### src/rtl/bit_serial_adder_seq.sv
// Bit-serial adder sequencer: streams two WIDTH-bit operands LSB-first through two half-adder
// stages and a carry flop. Optional subtract mode is enabled by defining SERIAL_SUB_EN.
module bit_serial_adder_seq #(
  parameter int WIDTH = 8
) (
  input  logic                       clk,
  input  logic                       rst,
  input  logic                       in_valid,
  output logic                       in_ready,
  input  logic [WIDTH-1:0]           in_a,
  input  logic [WIDTH-1:0]           in_b,
  input  logic                       in_sub,
  output logic                       out_valid,
  input  logic                       out_ready,
  output logic [WIDTH-1:0]           out_sum,
  output logic                       out_carry,
  output logic                       busy,
  output logic [$clog2(WIDTH)-1:0]   bit_cnt
);

  localparam int CW = $clog2(WIDTH);
  localparam logic [CW-1:0] LAST_BIT = CW'(WIDTH - 1);

  typedef enum logic [1:0] {IDLE, RUN, DONE} state_t;

  state_t           r_state;
  logic [WIDTH-1:0] r_sa;
  logic [WIDTH-1:0] r_sb;
  logic [WIDTH-1:0] r_ss;
  logic             r_c;
  logic [CW-1:0]    r_bit_cnt;
  logic [WIDTH-1:0] r_sum;
  logic             r_carry;

  logic [WIDTH-1:0] w_sb_load;
  logic             w_c_load;
  logic             w_h;
  logic             w_g;
  logic             w_s;
  logic             w_p;
  logic             w_c_next;
  logic [WIDTH-1:0] w_ss_next;

`ifdef SERIAL_SUB_EN
  // Two's-complement subtract: invert B and inject the +1 through the carry flop.
  assign w_sb_load = in_sub ? ~in_b : in_b;
  assign w_c_load  = in_sub;
`else
  logic w_unused_sub;
  assign w_unused_sub = in_sub;
  assign w_sb_load    = in_b;
  assign w_c_load     = 1'b0;
`endif

  assign w_h       = r_sa[0] ^ r_sb[0];
  assign w_g       = r_sa[0] & r_sb[0];
  assign w_s       = w_h ^ r_c;
  assign w_p       = w_h & r_c;
  assign w_c_next  = w_g | w_p;
  assign w_ss_next = {w_s, r_ss[WIDTH-1:1]};

  always_ff @(posedge clk or posedge rst) begin
    if (rst) begin
      r_state   <= IDLE;
      r_sa      <= '0;
      r_sb      <= '0;
      r_ss      <= '0;
      r_c       <= 1'b0;
      r_bit_cnt <= '0;
      r_sum     <= '0;
      r_carry   <= 1'b0;
    end else begin
      case (r_state)
        IDLE: begin
          if (in_valid) begin
            r_sa      <= in_a;
            r_sb      <= w_sb_load;
            r_ss      <= '0;
            r_c       <= w_c_load;
            r_bit_cnt <= '0;
            r_state   <= RUN;
          end
        end
        RUN: begin
          r_sa <= r_sa >> 1;
          r_sb <= r_sb >> 1;
          r_ss <= w_ss_next;
          r_c  <= w_c_next;
          // The last bit's sum and carry are captured straight from the adder, not the flops.
          if (r_bit_cnt == LAST_BIT) begin
            r_sum     <= w_ss_next;
            r_carry   <= w_c_next;
            r_bit_cnt <= '0;
            r_state   <= DONE;
          end else begin
            r_bit_cnt <= r_bit_cnt + CW'(1);
          end
        end
        DONE: begin
          if (out_ready) begin
            r_state <= IDLE;
          end
        end
        default: r_state <= IDLE;
      endcase
    end
  end

  assign in_ready  = (r_state == IDLE);
  assign out_valid = (r_state == DONE);
  assign busy      = (r_state == RUN);
  assign out_sum   = r_sum;
  assign out_carry = r_carry;
  assign bit_cnt   = r_bit_cnt;

endmodule

### config.mk
export PLATFORM = sky130hd
export DESIGN_NAME = bit_serial_adder_seq
export DESIGN_NICKNAME = d
export VERILOG_FILES = /design/src/rtl/bit_serial_adder_seq.sv
export SDC_FILE = /design/constraint.sdc
export NUM_CORES = 1
export LEC_CHECK = 0
export ABC_AREA = 1
export CORE_UTILIZATION = 54
export DETAILED_ROUTE_END_ITERATION = 8
export MAX_ROUTING_LAYER = met4
export PLACE_DENSITY = 0.92
export SLEW_MARGIN = 20
export SYNTH_ARGS = -nofsm -noshare
export SYNTH_HDL_FRONTEND = slang
export SYNTH_SLANG_ARGS = --single-unit
### constraint.sdc
create_clock -name clk -period 2 [get_ports clk]
set_input_delay 0.4 -clock clk [delete_from_list [all_inputs] [get_ports clk]]
set_output_delay 0.4 -clock clk [all_outputs]
set_load 0.05 [all_outputs]
-- After elaboration in Yosys (flattened, before gate mapping)
Index checks and enable logic that the tools add are counted.
- logic and storage cells: 40
- input bits: 21
- output and inout bits: 15
- flip-flop bits (word level): 39
- reductions and logical operators: 5
- add/subtract/negate cells: 1
- muxes and demuxes: 15
- bitwise operators: 5
- equal/unequal tests: 6
- operators by type and width (kind ; count):
    $pmux 8 s2 ; 3
    $mux 8 ; 3
    $mux 2 ; 3
    $mux 3 ; 2
    $pmux 2 s3 ; 1
    $pmux 3 s2 ; 1
    $ne 2x1->1 const B ; 2
    $reduce_and 2->1 ; 2
    $add 3x1->3 const B ; 1
    $eq 3x3->1 const B ; 1
    $reduce_and 3->1 ; 1
    $and 1x1->1 ; 2
    $eq 2x1->1 const B ; 1
    $eq 2x2->1 const B ; 1
    $logic_not 2->1 ; 1
    $ne 2x2->1 const B ; 1
    $pmux 1 s2 ; 1
    $reduce_bool 2->1 ; 1
    $xor 1x1->1 ; 2
    $mux 1 ; 1
    $or 1x1->1 ; 1

-- Depth between registers and ports, before layout
Gate-level depths: netlist of the first run.
- depth in word-level cells: 4
- mapped depth: 7
- gate-level depth less buffers: 6

-- Worst setup path after synthesis of the first run
No wires, ideal clock.
- path kind: register to output
- start point: register r_state[0]
- end point: output out_valid
- slack: 245 ps
- arrival time: 1355 ps
- cell stages (with the launch flop): 4
- path through: dfrtp_1 buf_4 buf_2 nor2_1
- cells in the longest elaborated chain, start to end: 1
- RTL lines (item ; RTL line ; RTL):
    start, declared ; 26 ; state_t r_state;
    start signal, assigned ; 64 ; r_state <= IDLE;
    start signal, assigned ; 81 ; r_state <= RUN;
    start signal, assigned ; 94 ; r_state <= DONE;
    $eq 2x2->1 ; 110 ; assign out_valid = (r_state == DONE);
    end, declared ; 13 ; output logic out_valid,
No other way between the ends.

-- Worst setup path after layout of the first run
- start point: register r_bit_cnt[1] (netlist: bit_cnt[1])
- end point: output bit_cnt[1]
- RTL lines (item ; RTL line ; RTL):
    start, declared ; 31 ; logic [CW-1:0] r_bit_cnt;
    start signal, assigned ; 96 ; r_bit_cnt <= r_bit_cnt + CW'(1);
    end, declared ; 18 ; output logic [$clog2(WIDTH)-1:0] bit_cnt
No word-level cell between the ends.

==> run summary, run 1 <==
Routed Antenna Nets -> 0
CTS root buf -> clkbuf_4
Synth Cell Area -> 1782 um^2
Die width -> 59.44 um
Startpoint Class -> flop
Placeable Area -> 3103 um^2
Net count, final -> 277
EDFF count, synth -> 0
Synth Register Bits -> 38
Antenna fix cells -> 0
Placed wire-length estimate -> 2331 um
Unique masters post-synth -> 20
Fin crit share -> 0.9647
Crit path DAT -> 1.53 ns
Pwr dens -> 1542 nW/um^2
Fill cells -> 263
Total CTS buffers -> 5
Slowest stage cell, crit path -> clkdlybuf4s50_1
Final slew viol count -> 0
Syn avg cell area -> 8.173 um^2
Input/output buffers -> 34
Status -> completed
Drt drc -> 0
Vias/cell -> 4.734
Clock Sinks -> 38
Routed len/inst -> 11.31 um
Register area -> 952.2 um^2
Worst setup EP type -> output port
Top delay family on crit path -> buffers and inverters
Vias in the first global route -> 1,372
Skew-Pair Late Insertion Delay -> 0.35 ns
Leakage power -> 1.206 nW
Die H -> 59.44 um
Tightest Pin Transition -> 0.5012 ns
Hold Path Class -> in -> async
Multi-input logic area -> 611.8 um^2
CTS tree -> built
Top FF cell, synth -> dfrtp_1
Syn Nets -> 242
Max-cap violations -> 0
CP peak stage delay -> 0.81 ns
Area share of the largest cell type after synthesis -> 0.5337
Area Overhead vs Synth -> 23.95%
Setup violations, final -> 0
CP bufs+invs -> 1
Share of layout cells above drive strength 1 -> 0.08300
Cell accounting for the most synthesized area -> dfrtp_1
Overflow after GRT -> 0
GPL Wtd Cong -> 0.7756
WS Path Type -> reg -> out
Asr flop ratio synth -> 1.000
Cell with the most instances after synthesis -> nand2_1
First-pass GRT wire length -> 5844 um
H-tree levels -> 2
Gate Count Post-Synth -> 218
Sequential area share after synthesis -> 0.5337
Maximum clock path buffer count -> 2
First-pass DRT Iterations -> 4
Clock Pin Slew Worst Setup and Hold Paths -> 0.11 ns
Setup TNS Final -> 0 ns
Via count -> 1,406
Placed inst area -> 2155 um^2
List of most frequent post-synthesis cells -> nand2_1, dfrtp_1, inv_1, nand3_1, o21ai_0
GRT Util Overall -> 0.2380
Initial DRC count -> 51
Final core utilization -> 0.7117
CP Cell Sequence -> clkdlybuf4s50_1
Starting density of the core -> 0.5742
CP Data Required Time -> 1.60 ns
Die footprint -> 3533 um^2
RSZ-0062 raised after global routing -> no
Relative slew margins -> 0.6653
Crit path time final -> 1.929 ns
Core Rows -> 20
Pin count of the biggest net entering global routing -> 39
Yosys warns -> 0
Synth top area cells -> dfrtp_1, nand2_1, inv_1
Final hold viol count -> 0
Worst Path Max Fanout -> 3
Max VDD drop -> 551.7 uV
# IOs -> 36
Final Skew -> 0.01100 ns
Initial antenna violation count -> 0
Cell area after layout -> 2208 um^2
Post-CTS Setup Bufs -> 0
Routed WL -> 3358 um
FMAX -> 0.5183 GHz
[cell usage in the layout (no fill, tap or decap), drive strengths merged]
| cell type | instances |
|---|---|
| a21oi | 1 |
| buf | 5 |
| clkbuf | 5 |
| clkdlybuf4s50 | 29 |
| clkinv | 2 |
| dfrtp | 38 |
| dlymetal6s2s | 2 |
| fa | 1 |
| ha | 2 |
| inv | 39 |
| nand2 | 90 |
| nand3 | 18 |
| nor2 | 4 |
| o21ai | 16 |
| o31ai | 1 |
[per-stage QoR]
| stage | setup slack, ns | cells | power [mW] | hold WS (ns) |
|---|---|---|---|---|
| global placement | 0.3722 | 290 | 2.963 | 0.4540 |
| CTS | 0.006808 | 297 | 3.430 | 0.4489 |
| floorplan | 0.2449 | 218 | 2.560 | 0.4491 |
| global route | 0.0008451 | 297 | 3.678 | 0.4989 |
| finish | 0.07056 | 297 | 3.406 | 0.4504 |
| detailed placement | 0.3392 | 290 | 3.055 | 0.4655 |
[kinds of logic after synthesis]
family / after synthesis / synth area share
compound gates: 18 / 0.05408
fa+ha+maj: 3 / 0.02528
buf+inv: 47 / 0.1229
flops: 38 / 0.5337
simple gates: 112 / 0.2640
[path summary, 6_finish.rpt]
check	from	end	slack, ns	cells after the start
setup / recovery	bit_cnt[1]	bit_cnt[1]	0.07	1
hold / removal	rst	r_ss[7]	0.45	3
setup reg to reg	r_state[0]	out_sum[6]	0.46	4
hold reg to reg	r_sa[3]	r_sa[3]	0.49	2
max in group asynchronous	rst	r_state[0]	1.20	3
min in group clk	r_sa[3]	r_sa[3]	0.49	2
[per-layer routing]
layer | up-vias | share of wire | wire length [um] | GRT usage
met2 | 31 | 0.50 | 1664 | 0.3820
li1 | 719 | - | - | -
met4 | 0 | 0.016 | 53 | 0.08844
met5 | - | 0 | 0 | -
met3 | 6 | 0.042 | 140 | 0.08515
met1 | 650 | 0.45 | 1499 | 0.2731
[final cells by class]
cell class	count	share of cell area
multi-input combinational	133	0.2771
sequential	38	0.4312
clock inverter	2	0.004533
inverter	39	0.06856
clock buffer	5	0.01700
tap	44	0.02493
timing repair buffer	36	0.1768
[state kept, by name, indices dropped and copies added, names as in the netlist]
signal,cells
r_c,1
out_sum,8
r_ss,7
out_carry,1
r_sb,8
r_state,2
bit_cnt,3
r_sa,8
[timing repair]
action	CTS	global route
setup endpoints to repair	0	3
hold buffers	0	0
resized for setup	0	3
[power by group]
group	internal [mW]	total (mW)	switching, mW	leakage [nW]
Combinational	0.616	1.74	1.12	0.695
Clock	0.126	0.367	0.241	0.0308
Sequential	1.10	1.30	0.203	0.480
Total	1.84	3.41	1.57	1.21
(Power assumes the default switching activity.)
==> inputs of run 2 (changes only) <==
--- a/config.mk
+++ b/config.mk
@@ -8,6 +8,7 @@
 export ABC_AREA = 1
 export CORE_UTILIZATION = 54
 export DETAILED_ROUTE_END_ITERATION = 8
+export HOLD_SLACK_MARGIN = 0.03
 export MAX_ROUTING_LAYER = met4
 export PLACE_DENSITY = 0.92
 export SLEW_MARGIN = 20
==> results of run 2 <==
Final layout, timing and power as in run 1 (identical DEF).
